### src/rtl/snake_sprite_renderer.sv
// -----------------------------------------------------------------------------
// snake_sprite_renderer
//
// Two-stage pixel pipeline that looks up a 16x16 sprite in an external
// combinational ROM and hands an opaque/colour result to the compositor.
//
//   Stage 1: sprite-local (u,v) from pixel minus origin, box test, rotation
//            into ROM row/col, registered ROM address.
//   Stage 2: registered colour from the ROM, colour-key transparency and
//            blink gating.
//
// Ports
//   i_clk, i_rst_n       pixel clock, asynchronous active-low reset
//   i_valid              pixel coordinate valid (display enable)
//   i_px, i_py           current pixel coordinate
//   i_org_x, i_org_y     sprite top-left corner
//   i_dir                0 native, 1 rot90cw, 2 rot180, 3 rot270cw
//   i_frame_start        one-cycle pulse at the start of each frame
//   i_blink_en           1 = sprite blinks, 0 = always visible
//   o_rom_addr           {row,col} address to the sprite ROM
//   i_rom_data           RGB returned by the ROM for o_rom_addr
//   o_valid, o_hit, o_rgb  pipelined pixel valid, opaque flag, colour
//
// Handshake: no flow control. One pixel is accepted every clock; o_valid
// mirrors i_valid two clocks later and the consumer must always take it.
// -----------------------------------------------------------------------------
module snake_sprite_renderer #(
  parameter int          XW           = 10,
  parameter logic [23:0] KEY_RGB      = 24'h181b1d,
  parameter int          BLINK_FRAMES = 8
) (
  input  logic          i_clk,
  input  logic          i_rst_n,
  input  logic          i_valid,
  input  logic [XW-1:0] i_px,
  input  logic [XW-1:0] i_py,
  input  logic [XW-1:0] i_org_x,
  input  logic [XW-1:0] i_org_y,
  input  logic [1:0]    i_dir,
  input  logic          i_frame_start,
  input  logic          i_blink_en,
  output logic [7:0]    o_rom_addr,
  input  logic [23:0]   i_rom_data,
  output logic          o_valid,
  output logic          o_hit,
  output logic [23:0]   o_rgb
);

  typedef enum logic {
    ST_VIS = 1'b0,
    ST_HID = 1'b1
  } blink_state_e;

  localparam logic [7:0] BLINK_LAST = 8'(BLINK_FRAMES - 1);

  // ---------------------------------------------------------------------------
  // Stage 1: address generation
  // ---------------------------------------------------------------------------
  logic [XW:0] du;
  logic [XW:0] dv;
  logic [3:0]  u;
  logic [3:0]  v;
  logic [3:0]  row;
  logic [3:0]  col;
  logic        inbox;

  logic [7:0]  rom_addr_d, rom_addr_q;
  logic        s1_valid_d, s1_valid_q;
  logic        s1_in_d,    s1_in_q;

  always_comb begin
    // One extra bit so a pixel left of / above the origin wraps to a large
    // value and fails the box test instead of aliasing into the sprite.
    du = {1'b0, i_px} - {1'b0, i_org_x};
    dv = {1'b0, i_py} - {1'b0, i_org_y};
    u  = du[3:0];
    v  = dv[3:0];

    inbox = i_valid && (du[XW:4] == '0) && (dv[XW:4] == '0);

    row = v;
    col = u;
    case (i_dir)
      2'd0: begin row = v;          col = u;          end
      2'd1: begin row = 4'd15 - u;  col = v;          end
      2'd2: begin row = 4'd15 - v;  col = 4'd15 - u;  end
      2'd3: begin row = u;          col = 4'd15 - v;  end
      default: begin row = v;       col = u;          end
    endcase

    rom_addr_d = inbox ? {row, col} : 8'd0;
    s1_valid_d = i_valid;
    s1_in_d    = inbox;
  end

  // ---------------------------------------------------------------------------
  // Blink FSM: counts frame pulses, toggles visibility every BLINK_FRAMES
  // ---------------------------------------------------------------------------
  blink_state_e blink_state_d, blink_state_q;
  logic [7:0]   blink_cnt_d,   blink_cnt_q;

  always_comb begin
    blink_state_d = blink_state_q;
    blink_cnt_d   = blink_cnt_q;
    if (!i_blink_en) begin
      blink_state_d = ST_VIS;
      blink_cnt_d   = 8'd0;
    end else if (i_frame_start) begin
      // A pulse coincident with enable rising is counted (counter is 0 here).
      if (blink_cnt_q == BLINK_LAST) begin
        blink_cnt_d   = 8'd0;
        blink_state_d = (blink_state_q == ST_VIS) ? ST_HID : ST_VIS;
      end else begin
        blink_cnt_d = blink_cnt_q + 8'd1;
      end
    end
  end

  // ---------------------------------------------------------------------------
  // Stage 2: colour key and blink gating
  // ---------------------------------------------------------------------------
  logic        vis;
  logic        valid_d, valid_q;
  logic        hit_d,   hit_q;
  logic [23:0] rgb_d,   rgb_q;

  always_comb begin
    vis     = (blink_state_q == ST_VIS);
    valid_d = s1_valid_q;
    hit_d   = s1_in_q && (i_rom_data != KEY_RGB) && vis;
    rgb_d   = hit_d ? i_rom_data : 24'h0;
  end

  // ---------------------------------------------------------------------------
  // Registers
  // ---------------------------------------------------------------------------
  always_ff @(posedge i_clk or negedge i_rst_n) begin
    if (!i_rst_n) begin
      rom_addr_q    <= 8'd0;
      s1_valid_q    <= 1'b0;
      s1_in_q       <= 1'b0;
      valid_q       <= 1'b0;
      hit_q         <= 1'b0;
      rgb_q         <= 24'h0;
      blink_state_q <= ST_VIS;
      blink_cnt_q   <= 8'd0;
    end else begin
      rom_addr_q    <= rom_addr_d;
      s1_valid_q    <= s1_valid_d;
      s1_in_q       <= s1_in_d;
      valid_q       <= valid_d;
      hit_q         <= hit_d;
      rgb_q         <= rgb_d;
      blink_state_q <= blink_state_d;
      blink_cnt_q   <= blink_cnt_d;
    end
  end

  assign o_rom_addr = rom_addr_q;
  assign o_valid    = valid_q;
  assign o_hit      = hit_q;
  assign o_rgb      = rgb_q;

endmodule

### config.mk
export PLATFORM = sky130hd
export DESIGN_NAME = snake_sprite_renderer
export DESIGN_NICKNAME = d
export VERILOG_FILES = /design/src/rtl/snake_sprite_renderer.sv
export SDC_FILE = /design/constraint.sdc
export NUM_CORES = 1
export LEC_CHECK = 0
export BUFFER_PORTS_ARGS = -buffer_cell sky130_fd_sc_hd__buf_2
export CAP_MARGIN = 0
export CELL_PAD_IN_SITES_DETAIL_PLACEMENT = 1
export CELL_PAD_IN_SITES_GLOBAL_PLACEMENT = 1
export CORE_MARGIN = 2
export CORE_UTILIZATION = 37
export DETAILED_ROUTE_END_ITERATION = 7
export PLACE_DENSITY_LB_ADDON = 0.1
export SLEW_MARGIN = 20
export SYNTH_ARGS = -nofsm -noshare
export SYNTH_HDL_FRONTEND = slang
export SYNTH_SLANG_ARGS = --single-unit
### constraint.sdc
create_clock -name i_clk -period 1.8 [get_ports i_clk]
set_input_delay 0.09 -clock i_clk [delete_from_list [all_inputs] [get_ports i_clk]]
set_output_delay 0.09 -clock i_clk [all_outputs]
set_load 0.01 [all_outputs]
==> summary.md <==
| Metric | Value |
|---|---|
| Tmin final | `around 2.1 ns` |
| Worst EP arrival | `2.32 ns` |
| Routed len/inst | `15.4 um` |
| Pre-CTS WS | `-0.695 ns` |
| Worst vdd ir | `246 uV` |
| Post-route cell area | `4430 um^2` |
| Die footprint | `8860 um^2` |
| DP HPWL | `6950 um` |
| HP Class | `in2reg` |
| Switching pwr | `about 0.84 mW` |
| CTS clk-pin slew, worst paths | `0.09 ns` |
| Die width | `roughly 94 um` |
| Gpl congestion | `0.879` |
| Synthesized Nets | `404` |
| Mean cell area of the mapped netlist | `about 9.7 um^2` |
| Critical path class | `in2reg` |
| Switching fraction of total power | `31.6%` |
| DRT Wirelength | `8980 um` |
| Sequential power share | `between 30% and 40%` |
| Die height | `94.1 um` |
| Slew headroom | `52.9%` |
| # clock sinks | `45` |
| Gr usage total | `approximately a fifth` |
| CTS tree | `built` |
| Antenna viol nets, final | `0` |
| DR vias | `2886` |
| EDFF count, synth | `0` |
| Setup ws final | `-0.310 ns` |
| Congestion Overflow GR | `0` |
| Layout cells sized above 1 | `43.3%` |
| Vias/cell | `slightly below 5` |
| Initial antenna violation count | `0` |
| Initial Util | `between 30 and 40%` |
| Synth Warn # | `0` |
| Most used DFF post-synth | `dfrtp_1` |
| Fin. Hold Viols | `0` |
| Final setup TNS | `-2.47 ns` |
| Number of buffers inserted by port buffering | `about 100` |
| Vias in the first global route | `~3100` |
| Failing checks | `negative setup slack` |
| Comb power frac | `36.3%` |
| Fmax | `474 MHz` |
| # Max-Cap Violations | `0` |
| Worst Setup End Kind | `flop` |
| Skew-Pair Late Insertion Delay | `0.30 ns` |
| H-tree lvl count | `2` |
| Setup violations, final | `9` |
| TritonCTS buffer count | `5` |
| Core region area | `a little under 8000 um^2` |
| Pre-Repair DR Iteration Count | `4` |
| Period utilization | `117%` |
| Max Slew Vio Count | `0` |
| Clock skew | `0.00926 ns` |
| Layout Nets | `573` |
| Internal power | `1.81 mW` |
| Row count | `32` |
| Async SR Flop Fraction | `100%` |
| Largest net degree at the start of global routing | `46` |
| Final std cells w/o fill | `582` |
| CTS Root Cell | `clkbuf_8` |
| Pwr Density | `598 nW/um^2` |
| Worst endpoint required time | `2.01 ns` |
| Crit-path max FO | `5` |
| Placed instance area | `4080 um^2` |
| Total Power | `2.65 mW` |
| Post-Syn Area | `3010 um^2` |
| Sequential cell area fraction in the yosys report | `a little under two fifths` |
| Final core occ | `about 57%` |
| Top Ports | `105` |
| Number of diodes | `0` |
| Leakage power | `2.27 nW` |
| Synth-to-Final Area Change | `47.4%` |
| Status | `finished, violations left` |
| Setup crit start kind | `primary input` |
| Clock Power Share | `25.1%` |
| DR DRC count | `0` |
| Post-synthesis cell type count | `60` |
| DR iter-0 viols | `80` |
| Worst slew pin tran | `0.705 ns` |
| Synthesized flop and latch total | `45` |
| RSZ-0062 raised after global routing | `yes` |
| Global-route wire length before repair | `14400 um` |
| Synth Instances | `310` |
| Placed Instances | `approximately 560` |
| Max clock buf depth | `2` |
| WHS | `0.0141 ns` |
[final timing paths]
check | startpoint | endpoint | slack (ns) | cells past startpoint
worst min register to register | s1_valid_q$_DFF_PN0_ | o_valid$_DFF_PN0_ | 0.37 | 0
worst min-delay path | i_rom_data[16] | o_rgb[16]$_DFF_PN0_ | 0.01 | 2
min in group asynchronous | i_rst_n | o_hit$_DFF_PN0_ | 0.39 | 3
worst max register to register | blink_cnt_q[2]$_DFFE_PN0P_ | blink_cnt_q[7]$_DFFE_PN0P_ | 0.30 | 6
worst max-delay path | i_py[0] | o_rom_addr[2]$_DFF_PN0_ | -0.31 | 12
max in group asynchronous | i_rst_n | s1_valid_q$_DFF_PN0_ | 1.01 | 3
[cells in the final DEF (no fill, tap or decap), types with 3 or more instances in the layout]
master	count
a21oi_1	11
nor4b_1	6
nor3_1	6
xnor2_1	12
nand2b_1	4
mux2i_1	8
inv_1	25
a21o_1	3
nand3_1	6
ha_1	19
dlygate4sd3_1	6
dfrtp_1	45
buf_2	101
clkbuf_8	6
a211o_1	3
nand2_1	15
nor2_1	21
xor2_1	7
and2_1	27
o21ai_0	10
buf_4	58
nor2b_1	5
o21a_1	3
nor4_2	7
o21ai_1	5
[flip-flops by register name, summed over array words and instances (netlist names)]
signal         cells
blink_cnt_q        8
blink_state_q      1
o_hit              1
o_rgb             24
o_rom_addr         8
o_valid            1
s1_in_q            1
s1_valid_q         1
[critical path, cell delays in order]
cell       delay [ns]
buf_8            0.11
inv_12           0.04
ha_4             0.12
inv_2            0.03
fa_2             0.33
a21o_1           0.20
nand2_1          0.08
a2bb2oi_1        0.23
mux2i_1          0.26
o311a_1          0.28
nand4_4          0.22
nor4b_2          0.32
[cell usage after synthesis (all sizes together), types with 2 or more instances]
cell type | number | area, um^2
a21boi | 2 | 15.0
nor2 | 21 | 78.8
nand3 | 6 | 30.0
buf | 6 | 43.8
o21ai | 16 | 83.8
nand4 | 2 | 27.5
ha | 21 | 263
and2 | 27 | 169
xnor2 | 12 | 105
xor2 | 7 | 61.3
nor3 | 9 | 50.1
fa | 2 | 40.0
nand2b | 4 | 25.0
nand3b | 2 | 15.0
a211o | 3 | 26.3
a221oi | 2 | 30.0
nor2b | 6 | 37.5
o211ai | 2 | 15.0
a21oi | 12 | 63.8
nor3b | 3 | 22.5
nor4 | 9 | 93.8
inv | 28 | 105
nand4b | 2 | 17.5
nor4b | 9 | 85.1
dfrtp | 45 | 1130
nand2 | 15 | 56.3
or2 | 2 | 12.5
mux2i | 8 | 80.1
clkbuf | 3 | 11.3
o21a | 3 | 22.5
a21o | 3 | 22.5
[routing by layer]
metal	up-vias	share of wire, %	routed length, um	track usage (%)
met1	1373	41	3640	22.6
met5	-	0	0	0
met2	71	54	4870	40.8
li1	1430	-	-	-
met3	12	3.7	332	2.33
met4	0	1.5	131	6.16
[cell type report]
| cell class | instances | area [um^2] |
|---|---|---|
| timing repair buffer | 170 | 1070 |
| tap | 102 | 128 |
| inverter | 28 | 120 |
| sequential | 45 | 1130 |
| clock buffer | 6 | 82.6 |
| fill | 940 | 3380 |
| multi-input combinational | 229 | 1880 |
| clock inverter | 2 | 16.3 |
[cells by family after synthesis]
| logic type | count (synthesis) | synth area share [%] |
|---|---|---|
| and+or+nand+nor | 122 | 25.4 |
| DFF | 45 | 37.5 |
| buffers and inverters | 37 | 5.33 |
| xor gates and xnor gates | 19 | 5.53 |
| muxes | 9 | 3.04 |
| AOI/OAI and AO/OA | 55 | 13.2 |
| adders and majority gates | 23 | 10.1 |
[power groups by stage]
stage | Combinational, mW | Sequential (mW) | Clock [mW]
finish | 0.962 | 1.02 | 0.663
CTS | 0.929 | 1.02 | 0.687
global placement | 0.819 | 1.04 | 0
floorplan | 0.468 | 1.04 | 0
detailed placement | 0.845 | 1.04 | 0
global route | 1.05 | 1.02 | 0.728
[repair_timing]
action                                  CTS  global route
hold buffers                              6             0
pin swaps                                22             4
gates cloned                              1             0
resized for setup                        12            10
buffers inserted                          6             0
hold endpoints to repair                 50             0
endpoints found under the setup margin    9             9
(Power assumes the default switching activity.)
